$ cat config.mk
export PLATFORM = sky130hd
export DESIGN_NAME = flapjack_console
export DESIGN_NICKNAME = d
export VERILOG_FILES = /design/src/rtl/flapjack_console_pkg.sv /design/src/rtl/flapjack_console.sv
export SDC_FILE = /design/constraint.sdc
export NUM_CORES = 1
export LEC_CHECK = 0
export ABC_AREA = 0
export BUFFER_PORTS_ARGS = -buffer_cell sky130_fd_sc_hd__buf_2
export CORE_MARGIN = 2
export CORE_UTILIZATION = 50
export CTS_BUF_LIST = sky130_fd_sc_hd__clkbuf_16
export DETAILED_ROUTE_END_ITERATION = 8
export GPL_TIMING_DRIVEN = 0
export PLACE_DENSITY = 0.71
export SYNTH_ARGS = -nofsm -noshare
export SYNTH_HDL_FRONTEND = slang
export SYNTH_SLANG_ARGS = --single-unit
$ cat constraint.sdc
create_clock -name clk_sys -period 2.6 [get_ports clk_sys]
set_input_delay 0.39 -clock clk_sys [delete_from_list [all_inputs] [get_ports clk_sys]]
set_output_delay 0.39 -clock clk_sys [all_outputs]
set_load 0.02 [all_outputs]
$ cat src/rtl/flapjack_console_pkg.sv
// Shared types and character codes for the flapjack text console.
// The ESC cursor-addressing states are only reachable with FLAPJACK_CONSOLE_ESC_EN.
package flapjack_console_pkg;

    typedef enum logic [2:0] {
        IDLE,
        CLRLINE,
        CLRSCR,
        ESC1,
        ESC_ROW,
        ESC_COL
    } state_t;

    typedef logic [6:0] col_t;
    typedef logic [5:0] row_t;

    localparam logic [7:0] CH_SPACE = 8'h20;
    localparam logic [7:0] CH_TILDE = 8'h7E;
    localparam logic [7:0] CH_BS    = 8'h08;
    localparam logic [7:0] CH_LF    = 8'h0A;
    localparam logic [7:0] CH_FF    = 8'h0C;
    localparam logic [7:0] CH_CR    = 8'h0D;
    localparam logic [7:0] CH_ESC   = 8'h1B;
    localparam logic [7:0] CH_Y     = 8'h59;

    localparam logic [8:0] CHR_BLANK = 9'h020;

endpackage

$ cat src/rtl/flapjack_console.sv
// Byte-stream text console driving the vga_textmode write port.
// Define FLAPJACK_CONSOLE_ESC_EN to enable ESC 'Y' row col cursor addressing.
module flapjack_console
    import flapjack_console_pkg::*;
#(
    parameter int COLS = 80,
    parameter int ROWS = 30
) (
    input  logic       clk_sys,
    input  logic       reset,
    input  logic [7:0] in_data,
    input  logic       in_attr,
    input  logic       in_valid,
    output logic       in_ready,
    output logic [6:0] char_x,
    output logic [5:0] char_y,
    output logic [8:0] char_chr,
    output logic       char_str,
    output logic [6:0] cursor_x,
    output logic [5:0] cursor_y,
    output logic       busy
);

    localparam col_t COL_MAX = col_t'(COLS - 1);
    localparam row_t ROW_MAX = row_t'(ROWS - 1);

    state_t     state_q, state_d;
    col_t       cur_x_q, cur_x_d;
    row_t       cur_y_q, cur_y_d;
    col_t       sw_x_q, sw_x_d;
    row_t       sw_y_q, sw_y_d;
    row_t       row_lat_q, row_lat_d;
    col_t       char_x_q, char_x_d;
    row_t       char_y_q, char_y_d;
    logic [8:0] char_chr_q, char_chr_d;
    logic       char_str_q, char_str_d;
    logic       busy_q, busy_d;

    logic       xfer;
    logic       printable;
    row_t       y_next;

`ifdef FLAPJACK_CONSOLE_ESC_EN
    // ESC arguments are offset by 0x20; anything below that clamps to 0.
    function automatic logic [7:0] esc_off(input logic [7:0] b);
        return (b < CH_SPACE) ? 8'd0 : b - CH_SPACE;
    endfunction

    function automatic row_t clamp_row(input logic [7:0] b);
        logic [7:0] off;
        off = esc_off(b);
        return (off > 8'(ROWS - 1)) ? ROW_MAX : off[5:0];
    endfunction

    function automatic col_t clamp_col(input logic [7:0] b);
        logic [7:0] off;
        off = esc_off(b);
        return (off > 8'(COLS - 1)) ? COL_MAX : off[6:0];
    endfunction
`endif

    assign in_ready  = (state_q == IDLE) || (state_q == ESC1) ||
                       (state_q == ESC_ROW) || (state_q == ESC_COL);
    assign xfer      = in_valid && in_ready;
    assign printable = (in_data >= CH_SPACE) && (in_data <= CH_TILDE);
    assign y_next    = (cur_y_q == ROW_MAX) ? '0 : cur_y_q + row_t'(1);

    always_comb begin
        state_d    = state_q;
        cur_x_d    = cur_x_q;
        cur_y_d    = cur_y_q;
        sw_x_d     = sw_x_q;
        sw_y_d     = sw_y_q;
        row_lat_d  = row_lat_q;
        char_x_d   = char_x_q;
        char_y_d   = char_y_q;
        char_chr_d = char_chr_q;
        char_str_d = 1'b0;
        busy_d     = busy_q;
        unique case (state_q)
            IDLE: begin
                if (xfer && printable) begin
                    char_x_d   = cur_x_q;
                    char_y_d   = cur_y_q;
                    char_chr_d = {in_attr, in_data};
                    char_str_d = 1'b1;
                    if (cur_x_q == COL_MAX) begin
                        cur_x_d = '0;
                        cur_y_d = y_next;
                        sw_x_d  = '0;
                        state_d = CLRLINE;
                        busy_d  = 1'b1;
                    end else begin
                        cur_x_d = cur_x_q + col_t'(1);
                    end
                end else if (xfer) begin
                    unique case (in_data)
                        CH_LF: begin
                            cur_x_d = '0;
                            cur_y_d = y_next;
                            sw_x_d  = '0;
                            state_d = CLRLINE;
                            busy_d  = 1'b1;
                        end
                        CH_CR: cur_x_d = '0;
                        CH_BS: begin
                            if (cur_x_q != '0) begin
                                cur_x_d    = cur_x_q - col_t'(1);
                                char_x_d   = cur_x_q - col_t'(1);
                                char_y_d   = cur_y_q;
                                char_chr_d = CHR_BLANK;
                                char_str_d = 1'b1;
                            end
                        end
                        CH_FF: begin
                            cur_x_d = '0;
                            cur_y_d = '0;
                            sw_x_d  = '0;
                            sw_y_d  = '0;
                            state_d = CLRSCR;
                            busy_d  = 1'b1;
                        end
`ifdef FLAPJACK_CONSOLE_ESC_EN
                        CH_ESC: state_d = ESC1;
`endif
                        default: ;
                    endcase
                end
            end
            CLRLINE: begin
                char_x_d   = sw_x_q;
                char_y_d   = cur_y_q;
                char_chr_d = CHR_BLANK;
                char_str_d = 1'b1;
                if (sw_x_q == COL_MAX) begin
                    state_d = IDLE;
                    busy_d  = 1'b0;
                end else begin
                    sw_x_d = sw_x_q + col_t'(1);
                end
            end
            CLRSCR: begin
                char_x_d   = sw_x_q;
                char_y_d   = sw_y_q;
                char_chr_d = CHR_BLANK;
                char_str_d = 1'b1;
                if (sw_x_q == COL_MAX) begin
                    sw_x_d = '0;
                    if (sw_y_q == ROW_MAX) begin
                        state_d = IDLE;
                        busy_d  = 1'b0;
                    end else begin
                        sw_y_d = sw_y_q + row_t'(1);
                    end
                end else begin
                    sw_x_d = sw_x_q + col_t'(1);
                end
            end
`ifdef FLAPJACK_CONSOLE_ESC_EN
            ESC1: begin
                if (xfer) state_d = (in_data == CH_Y) ? ESC_ROW : IDLE;
            end
            ESC_ROW: begin
                if (xfer) begin
                    row_lat_d = clamp_row(in_data);
                    state_d   = ESC_COL;
                end
            end
            ESC_COL: begin
                if (xfer) begin
                    cur_x_d = clamp_col(in_data);
                    cur_y_d = row_lat_q;
                    state_d = IDLE;
                end
            end
`endif
            default: begin
                state_d = IDLE;
                busy_d  = 1'b0;
            end
        endcase
    end

    always_ff @(posedge clk_sys) begin
        if (reset) begin
            state_q    <= IDLE;
            cur_x_q    <= '0;
            cur_y_q    <= '0;
            sw_x_q     <= '0;
            sw_y_q     <= '0;
            row_lat_q  <= '0;
            char_x_q   <= '0;
            char_y_q   <= '0;
            char_chr_q <= '0;
            char_str_q <= 1'b0;
            busy_q     <= 1'b0;
        end else begin
            state_q    <= state_d;
            cur_x_q    <= cur_x_d;
            cur_y_q    <= cur_y_d;
            sw_x_q     <= sw_x_d;
            sw_y_q     <= sw_y_d;
            row_lat_q  <= row_lat_d;
            char_x_q   <= char_x_d;
            char_y_q   <= char_y_d;
            char_chr_q <= char_chr_d;
            char_str_q <= char_str_d;
            busy_q     <= busy_d;
        end
    end

    assign char_x   = char_x_q;
    assign char_y   = char_y_q;
    assign char_chr = char_chr_q;
    assign char_str = char_str_q;
    assign cursor_x = cur_x_q;
    assign cursor_y = cur_y_q;
    assign busy     = busy_q;

endmodule
==> flow_metrics.py, run 1 <==
metrics = {
    "run_status": {
        "run_status": "finished, final reports clean",
    },
    "worst_setup_path": {
        "critical_path.cell_chain": "inv_1 > ha_4 > or3b_1 > buf_2 > o41a_1 > a211oi_4 > a211oi_1 > o32ai_1",
        "crit_path_max_fanout": 11,
        "regToRegSetupSlack_ns": 0.12,
        "r2r_start": "cursor_x[0]",
        "cp.required_ns": 2.79,
        "timing.setup.critical_path_class": "register to register",
        "cpPeakStageDelay_ns": 0.42,
        "r2r_end": "cursor_x[6]",
        "worst_setup_path_end_kind": "register",
        "cp.arrival_ns": 2.67,
        "worst_r2r_path_depth": 8,
        "critPathSlowestCell": "o41a_1",
        "timing.critical_path.from_type": "register",
    },
    "hold_path": {
        "timing.hold.worst_path_depth": 3,
        "class_of_the_worst_hold_path": "input pin to register",
        "hold_path.startpoint": "in_attr",
        "holdPathEnd": "char_chr[8]",
    },
    "sta": {
        "hold_viol": 0,
        "measured_slew_at_the_worst_slew_check_pin_ns": 0.742,
        "final_worst_path_cycle_share": 0.953,
        "slew-limit-headroom": 0.506,
        "setup-violations-final": 0,
        "max_freq_mhz": 404,
        "maxSlewViolCount": 0,
        "finalClockSkew_ns": 0.00897,
        "timing.final.crit_period_ns": 2.48,
        "unrepaired_setup_endpoints_after_global_routing": "true",
    },
    "cts": {
        "clock_insertion_delay_at_the_later_pin_of_the_skew_report_ns": 0.29,
        "cts-hold-fix-buffers": 0,
        "cts-root-buf": "clkbuf_16",
        "max_buffers_root_to_sink": 2,
        "cts.sinks": 52,
        "h-tree-depth": 2,
        "cts_tree": "built",
        "number_of_buffers_added_for_setup_after_cts": 0,
        "worst_setup_hold_path_clk_slew_ns": 0.07,
        "tritoncts_buffer_count": 5,
    },
    "yosys": {
        "synth.yosys.seq_area_share": 0.313,
        "synth_async_sr_flop_share": 0,
        "syn-mean-instance-area_um2": 8.40,
        "synth_edf_count": 0,
        "syn-cell-area_um2": 3330,
        "mappedNetlistNets": 419,
        "ys_dominant_reg_cell": "dfxtp_1",
        "synth.distinct_cells": 72,
        "synthCells": 396,
        "ys_seq_elements": 52,
        "synth.yosys.warnings": 0,
    },
    "final_layout": {
        "nNetsFinal": 472,
        "area_delta_synth_final_pct": 15.8,
        "layout-drive-gt1-share": 0.218,
        "nFillCells": 603,
        "n_antenna_cell": 0,
        "layout.cells.most_common_list": "dfxtp_1, buf_2, a21oi_1",
        "mostFrequentLayoutCell": "dfxtp_1",
        "final_cell_count_no_fill": 527,
        "finalCoreUtilization": 0.603,
    },
    "die": {
        "dieArea_um2": 7320,
        "die-width_um": 85.6,
        "die_h_um": 85.6,
        "start_util": 0.521,
        "num_io_pins": 50,
        "placement_rows": 29,
        "floorplan.core_area_um2": 6390,
    },
    "place": {
        "place.detailed.instances": 520,
        "globalplace.congestion": 0.982,
        "io_buffer_count": 47,
        "dp.final_hpwl_um": 7380,
    },
    "pwr": {
        "power.density_nw_per_um2": 467,
        "ir_worst_vdd_mv": 0.333,
        "power.static_leakage_nw": 1.48,
    },
    "route": {
        "drt_first_iter_violations": 326,
        "firstDrtPassIters": 5,
        "vias": 3468,
        "post_drt_wl_per_cell_um": 19.0,
        "drc": 0,
        "detailed_route_wl_um": 10000,
        "antenna_violating_nets_post_route": 0,
        "post_drt_via_cell_ratio": 6.58,
    },
    "grt": {
        "grt_pass1_vias": 3295,
        "grt_overflow": 0,
        "gr-usage-all-layers": 0.279,
        "grt_first_pass_wirelength_um": 16600,
        "grt_start_max_net_pins": 16,
        "antenna_found_initial": 0,
    },
    "run": {
        "cap_viol_max_count": 0,
    },
}
[cells in the mapped netlist, drive strengths merged, types with 6 or more instances]
cell type,number,area [µm²]
dfxtp,52,1040
a21oi,30,150
clkbuf,26,98.8
nand2,23,86.3
nand3,21,110
inv,19,71.3
o21ai,19,95.1
nor2,14,52.6
nor3,14,75.1
o211ai,13,113
a211oi,12,100
ha,11,138
o32ai,9,93.8
and3,8,50.1
mux2i,7,70.1
nand4,7,43.8
nor3b,7,52.6
nor4,7,43.8
or3,7,48.8
buf,6,38.8
nor2b,6,37.5
o41ai,6,75.1
[stage by stage]
step                      hold slack [ns]  cell area, µm²  worst slack (ns)  power (W)  setup TNS [ns]
after global placement              0.457            3660            -0.203    0.00115           -2.33
after detailed placement            0.452            3660            -0.266    0.00115           -3.97
after CTS                           0.367            3820           0.00247    0.00180               0
after global routing                0.406            3850           -0.0231    0.00187         -0.0377
final                               0.368            3850             0.122    0.00180               0
after floorplan                     0.445            3330             0.153    0.00106               0
[worst max path at each step]
stage | startpoint | to | slack, ns | depth (start not counted)
floorplan | cursor_x[0] | char_x[3] | 0.15 | 10
global placement | state_q[0] | char_x[5] | -0.20 | 8
detailed placement | state_q[0] | char_x[5] | -0.27 | 8
global route | state_q[0] | cursor_x[1] | -0.02 | 9
finish | cursor_x[0] | cursor_x[6] | 0.12 | 8
CTS | state_q[0] | char_x[4] | 0.002 | 9
[what timing repair did]
item	4_1_cts	5_1_grt
gates resized for setup	9	15
endpoints found under the hold margin	0	0
endpoints found under the setup margin	31	35
pin swaps	1	2
[critical path, delay by kind of cell, from the launching register on]
family | cells | cell delay, ns
and+or+nand+nor | 1 | 0.35
AOI/OAI and AO/OA | 4 | 1.16
DFF | 1 | 0.39
adders and majority gates | 1 | 0.18
buffers and inverters | 2 | 0.31
[report_power, final]
| group | internal (W) | switching (W) |
|---|---|---|
| Clock | 0.000351 | 0.000296 |
| Combinational | 0.000113 | 0.000205 |
| Sequential | 0.000817 | 0.0000168 |
[area by class of cell]
| cell class | instances | area [µm²] | area share |
|---|---|---|---|
| plain buffers | 31 | 153 | 0.0396 |
| clock buffers | 5 | 125 | 0.0325 |
| clock inverters | 3 | 15.0 | 0.00390 |
| inverters | 19 | 71.3 | 0.0185 |
| multi-input cells | 293 | 2110 | 0.549 |
| flip-flops and latches | 52 | 1040 | 0.271 |
| well taps | 77 | 96.3 | 0.0250 |
| repair buffers | 47 | 235 | 0.0610 |
[kinds of logic after synthesis]
kind of cell               Yosys count  synth area share
buffers and inverters               51            0.0628
muxes                                7            0.0211
xor gates and xnor gates             3           0.00790
and+or+nand+nor                    132             0.227
AOI/OAI and AO/OA                  140             0.327
DFF                                 52             0.313
adders and majority gates           11            0.0414
[state kept, by name, summed over array words and instances (netlist names), 2 cells and up]
signal / cells
cursor_y: 6
sw_x_q: 7
char_chr: 9
char_x: 7
cursor_x: 7
sw_y_q: 6
char_y: 6
state_q: 2
[metal layers]
layer  GRT usage  up-vias  routed length, µm
li1            -     1637                  -
met1       0.372     1638               4370
met2       0.467      170               4690
met3      0.0443       23                806
met4      0.0837        0                138
met5           0        -                  0
No activity file was read; power rests on OpenSTA's default activity.
==> inputs of run 2 (changes only) <==
- MAX_ROUTING_LAYER: not set -> met4
==> flow_metrics.py, run 2 (synthesized netlist as in run 1, its figures left out) <==
metrics = {
    "run_status": {
        "run_status": "finished, final reports clean",
    },
    "worst_setup_path": {
        "regToRegSetupSlack_ns": 0.09,
        "r2r_start": "cursor_x[0]",
        "cp.arrival_ns": 2.70,
        "crit_path_max_fanout": 11,
        "worst_setup_path_end_kind": "register",
        "timing.critical_path.from_type": "register",
        "r2r_end": "cursor_x[6]",
        "timing.setup.critical_path_class": "register to register",
        "startpoint": "cursor_x[0]",
        "cp.required_ns": 2.79,
        "worst_r2r_path_depth": 8,
    },
    "cts": {
        "max_buffers_root_to_sink": 2,
        "worst_setup_hold_path_clk_slew_ns": 0.08,
        "h-tree-depth": 2,
        "clock_insertion_delay_at_the_later_pin_of_the_skew_report_ns": 0.30,
        "cts.sinks": 52,
        "cts_tree": "built",
        "cts-root-buf": "clkbuf_16",
        "tritoncts_buffer_count": 5,
    },
    "die": {
        "placement_rows": 29,
        "floorplan.core_area_um2": 6390,
        "dieArea_um2": 7320,
        "start_util": 0.521,
        "die_h_um": 85.6,
        "num_io_pins": 50,
        "die-width_um": 85.6,
    },
    "run": {
        "cap_viol_max_count": 0,
    },
    "pwr": {
        "cellInternalPower_w": 0.00129,
        "power.static_leakage_nw": 1.48,
        "switching_share": 0.295,
        "switching_pwr_w": 0.000539,
        "share_comb_of_total_power": 0.176,
        "power.density_nw_per_um2": 473,
        "clockPowerShare": 0.368,
        "ir_worst_vdd_mv": 0.282,
        "sequentialPowerShare": 0.456,
        "p_total_w": 0.00183,
    },
    "sta": {
        "hold_viol": 0,
        "timing.hold.ws_ns": 0.350,
        "finalClockSkew_ns": 0.0106,
        "timing.final.crit_period_ns": 2.51,
        "maxSlewViolCount": 0,
        "measured_slew_at_the_worst_slew_check_pin_ns": 0.752,
        "setup-violations-final": 0,
        "unrepaired_setup_endpoints_after_global_routing": "true",
        "final_worst_path_cycle_share": 0.965,
        "max_freq_mhz": 399,
        "slew-limit-headroom": 0.499,
    },
    "final_layout": {
        "nNetsFinal": 472,
        "n_antenna_cell": 0,
        "nFillCells": 586,
        "final_cell_count_no_fill": 527,
        "mostFrequentLayoutCell": "dfxtp_1",
        "area_delta_synth_final_pct": 16.1,
        "finalCoreUtilization": 0.605,
        "layout.cells.most_common_list": "dfxtp_1, buf_2, a21oi_1",
        "layout-drive-gt1-share": 0.224,
        "largest_register_ffs": 9,
    },
    "hold_path": {
        "timing.hold.worst_path_depth": 3,
        "hold_path.startpoint": "in_attr",
        "holdPathEnd": "char_chr[8]",
        "class_of_the_worst_hold_path": "input pin to register",
    },
    "route": {
        "post_drt_wl_per_cell_um": 19.0,
        "post_drt_via_cell_ratio": 6.58,
        "drt_first_iter_violations": 228,
        "antenna_violating_nets_post_route": 0,
        "drc": 0,
        "firstDrtPassIters": 5,
        "vias": 3470,
        "detailed_route_wl_um": 10000,
    },
    "place": {
        "dp.final_hpwl_um": 7320,
        "place.detailed.instances": 520,
        "globalplace.congestion": 0.966,
        "io_buffer_count": 47,
    },
    "grt": {
        "grt_start_max_net_pins": 18,
        "grt_pass1_vias": 3304,
        "antenna_found_initial": 0,
        "gr-usage-all-layers": 0.283,
        "grt_first_pass_wirelength_um": 16100,
        "grt_overflow": 0,
    },
}
==> run 2: cell counts in the layout (fill, tap and decap cells not counted) <==
No cell type changed its count.
==> run 2: critical path, cell delays in order (launching register included) <==
cell and delay [ns]:
dfxtp_2 0.39, inv_2 0.11, ha_4 0.17, or3b_1 0.35, buf_2 0.17, o41a_1 0.48, a211oi_4 0.38, a211oi_1 0.10
o32ai_1 0.26
==> run 2: worst max-delay path by stage <==
stage,slack (ns),endpoint
floorplan,0.15,char_x[3]
global placement,-0.20,char_x[5]
detailed placement,-0.25,char_x[5]
CTS,0.02,cursor_y[3]
global route,-0.03,char_chr[4]
finish,0.09,cursor_x[6]
==> run 2: power groups by stage <==
stage | sequential [W] | combinational [W] | clock (W)
5_1_grt | 0.000837 | 0.000343 | 0.000704
2_1_floorplan | 0.000873 | 0.000188 | 0
3_3_place_gp | 0.000850 | 0.000302 | 0
6_report | 0.000834 | 0.000321 | 0.000673
3_5_place_dp | 0.000850 | 0.000303 | 0
4_1_cts | 0.000833 | 0.000306 | 0.000679
==> run 2: per-stage QoR <==
stage / area, µm² / TNS, ns / worst slack (ns)
after global routing: 3860 / -0.0805 / -0.0331
after floorplan: 3330 / 0 / 0.153
after CTS: 3820 / 0 / 0.0235
final: 3860 / 0 / 0.0913
after global placement: 3660 / -2.73 / -0.202
after detailed placement: 3660 / -3.32 / -0.254
==> run 2: area by class of cell <==
class	instances	area, µm²	area share
clock inverter	3	21.3	0.00551
clock buffer	5	125	0.0324
sequential	52	1040	0.270
multi-input combinational	293	2120	0.549
tap	77	96.3	0.0249
inverter	19	71.3	0.0185
buffer	31	149	0.0385
timing repair buffer	47	235	0.0609
==> run 2: routing by layer <==
metal	routed length [µm]	vias up	global-route usage
met4	265	0	0.104
li1	-	1644	-
met3	734	30	0.0404
met2	4600	159	0.451
met5	0	-	-
met1	4430	1637	0.366
==> run 2: repair_timing <==
item                                    in CTS  in global routing
hold endpoints to repair                     0                  0
hold buffers                                 0                  0
endpoints found under the setup margin      31                 37
buffers inserted                             0                  0
pin swaps                                    0                  2
gates resized for setup                      7                 18
==> inputs of run 3 (changes only) <==
- CORE_UTILIZATION: 50 -> 55
- PLACE_DENSITY: 0.71 -> 0.77
==> flow_metrics.py, run 3 (synthesized netlist as in run 1, its figures left out) <==
metrics = {
    "cts": {
        "cts_tree": "built",
        "cts-root-buf": "clkbuf_16",
        "tritoncts_buffer_count": 5,
        "cts.sinks": 52,
        "h-tree-depth": 2,
        "max_buffers_root_to_sink": 2,
        "cts-hold-fix-buffers": 0,
        "clock_insertion_delay_at_the_later_pin_of_the_skew_report_ns": 0.30,
        "worst_setup_hold_path_clk_slew_ns": 0.08,
    },
    "final_layout": {
        "largest_register_ffs": 9,
        "layout.cells.most_common_list": "buf_2, dfxtp_1, a21oi_1",
        "finalCoreUtilization": 0.660,
        "area_delta_synth_final_pct": 16.8,
        "stdcell_area_um2": 3890,
        "nNetsFinal": 473,
        "nFillCells": 530,
        "n_antenna_cell": 0,
        "final_cell_count_no_fill": 526,
        "layout-drive-gt1-share": 0.231,
    },
    "run_status": {
        "run_status": "finished, final reports clean",
    },
    "worst_setup_path": {
        "crit_path_max_fanout": 10,
        "timing.critical_path.buf_inv": 3,
        "timing.setup.critical_path_class": "register to register",
        "timing.critical_path.from_type": "register",
        "cp.arrival_ns": 2.72,
        "critPathTopFamily": "compound AO/OA/AOI/OAI gates",
        "cpPeakStageDelay_ns": 0.43,
        "cp.required_ns": 2.76,
        "critPathMostFrequentCell": "nor3_1",
        "critPathSlowestCell": "a2111oi_0",
        "critical_path.cell_chain": "inv_1 > ha_1 > nor3b_2 > o211a_1 > buf_2 > buf_4 > nor3_1 > a2111oi_0 > nor3_1",
        "worst_setup_path_end_kind": "register",
    },
    "route": {
        "firstDrtPassIters": 5,
        "vias": 3489,
        "post_drt_via_cell_ratio": 6.63,
        "drc": 0,
        "antenna_violating_nets_post_route": 0,
        "post_drt_wl_per_cell_um": 19.6,
        "drt_first_iter_violations": 306,
        "detailed_route_wl_um": 10300,
    },
    "pwr": {
        "power.static_leakage_nw": 1.49,
        "power.density_nw_per_um2": 479,
        "cellInternalPower_w": 0.00130,
        "p_total_w": 0.00186,
        "sequentialPowerShare": 0.447,
        "switching_share": 0.303,
        "clockPowerShare": 0.377,
        "switching_pwr_w": 0.000565,
        "ir_worst_vdd_mv": 0.371,
        "share_comb_of_total_power": 0.175,
    },
    "sta": {
        "final_worst_path_cycle_share": 0.983,
        "setup-violations-final": 0,
        "measured_slew_at_the_worst_slew_check_pin_ns": 0.735,
        "finalClockSkew_ns": 0.00807,
        "hold_viol": 0,
        "slew-limit-headroom": 0.510,
        "timing.final.crit_period_ns": 2.56,
        "timing.hold.ws_ns": 0.359,
        "unrepaired_setup_endpoints_after_global_routing": "true",
        "max_freq_mhz": 391,
        "maxSlewViolCount": 0,
    },
    "grt": {
        "grt_overflow": 0,
        "gr-usage-all-layers": 0.327,
        "grt_pass1_vias": 3245,
        "grt_start_max_net_pins": 19,
        "antenna_found_initial": 0,
        "grt_first_pass_wirelength_um": 16200,
    },
    "place": {
        "place.detailed.instances": 518,
        "dpl_cell_area_um2": 3660,
        "io_buffer_count": 47,
        "globalplace.congestion": 0.967,
        "dp.final_hpwl_um": 7500,
    },
    "die": {
        "num_io_pins": 50,
        "die_h_um": 81.8,
        "die-width_um": 81.8,
        "floorplan.core_area_um2": 5890,
        "start_util": 0.565,
        "dieArea_um2": 6690,
        "placement_rows": 28,
    },
    "run": {
        "cap_viol_max_count": 0,
    },
    "hold_path": {
        "class_of_the_worst_hold_path": "input pin to register",
    },
}
run 3: repair_timing:
action / CTS / global route
setup endpoints to repair: 32 / 32
resized for setup: 11 / 15
hold endpoints to repair: 0 / 0
buffers inserted: 0 / 1
gates cloned: 0 / 0
pin swaps: 1 / 3
run 3: worst register-to-register path, cell delays in order (launching register included):
cell and delay, ns:
dfxtp_1 0.40, inv_1 0.09, ha_1 0.36, nor3b_2 0.23, o211a_1 0.25, buf_2 0.27
buf_4 0.23, nor3_1 0.07, a2111oi_0 0.43, nor3_1 0.09
run 3: final timing paths:
kind	depth (start not counted)	from	slack [ns]	end
worst max register to register	9	state_q[0]	0.04	cursor_x[1]
worst min register to register	2	busy	0.47	busy
worst max-delay path	9	state_q[0]	0.04	cursor_x[1]
worst min-delay path	3	in_attr	0.36	char_chr[8]
run 3: layout make-up:
| cell class | instances | area [µm²] | share of cell area |
|---|---|---|---|
| clock inverters | 3 | 27.5 | 0.00708 |
| plain buffers | 31 | 149 | 0.0383 |
| well taps | 75 | 93.8 | 0.0241 |
| multi-input cells | 293 | 2130 | 0.549 |
| flip-flops and latches | 52 | 1040 | 0.269 |
| clock buffers | 5 | 125 | 0.0322 |
| repair buffers | 48 | 243 | 0.0625 |
| inverters | 19 | 71.3 | 0.0184 |
run 3: layer usage:
metal  GRT usage  up-vias  routed length, µm
met5           -        -                  0
met4       0.100        0                153
met3      0.0527       15                736
met2       0.527      172               4840
met1       0.422     1661               4570
li1            -     1641                  -
run 3: power by group through the flow:
| stage | combinational [W] | clock [W] | sequential [W] |
|---|---|---|---|
| after floorplan | 0.000188 | 0 | 0.000873 |
| after global placement | 0.000305 | 0 | 0.000849 |
| after detailed placement | 0.000306 | 0 | 0.000849 |
| after CTS | 0.000311 | 0.000711 | 0.000833 |
| after global routing | 0.000350 | 0.000733 | 0.000836 |
| final | 0.000326 | 0.000703 | 0.000833 |
run 3: stage by stage:
stage / setup slack, ns / setup TNS, ns
final: 0.0447 / 0
after global routing: -0.0127 / -0.0253
after CTS: 0.0416 / 0
after detailed placement: -0.282 / -4.01
after global placement: -0.224 / -3.04
after floorplan: 0.153 / 0
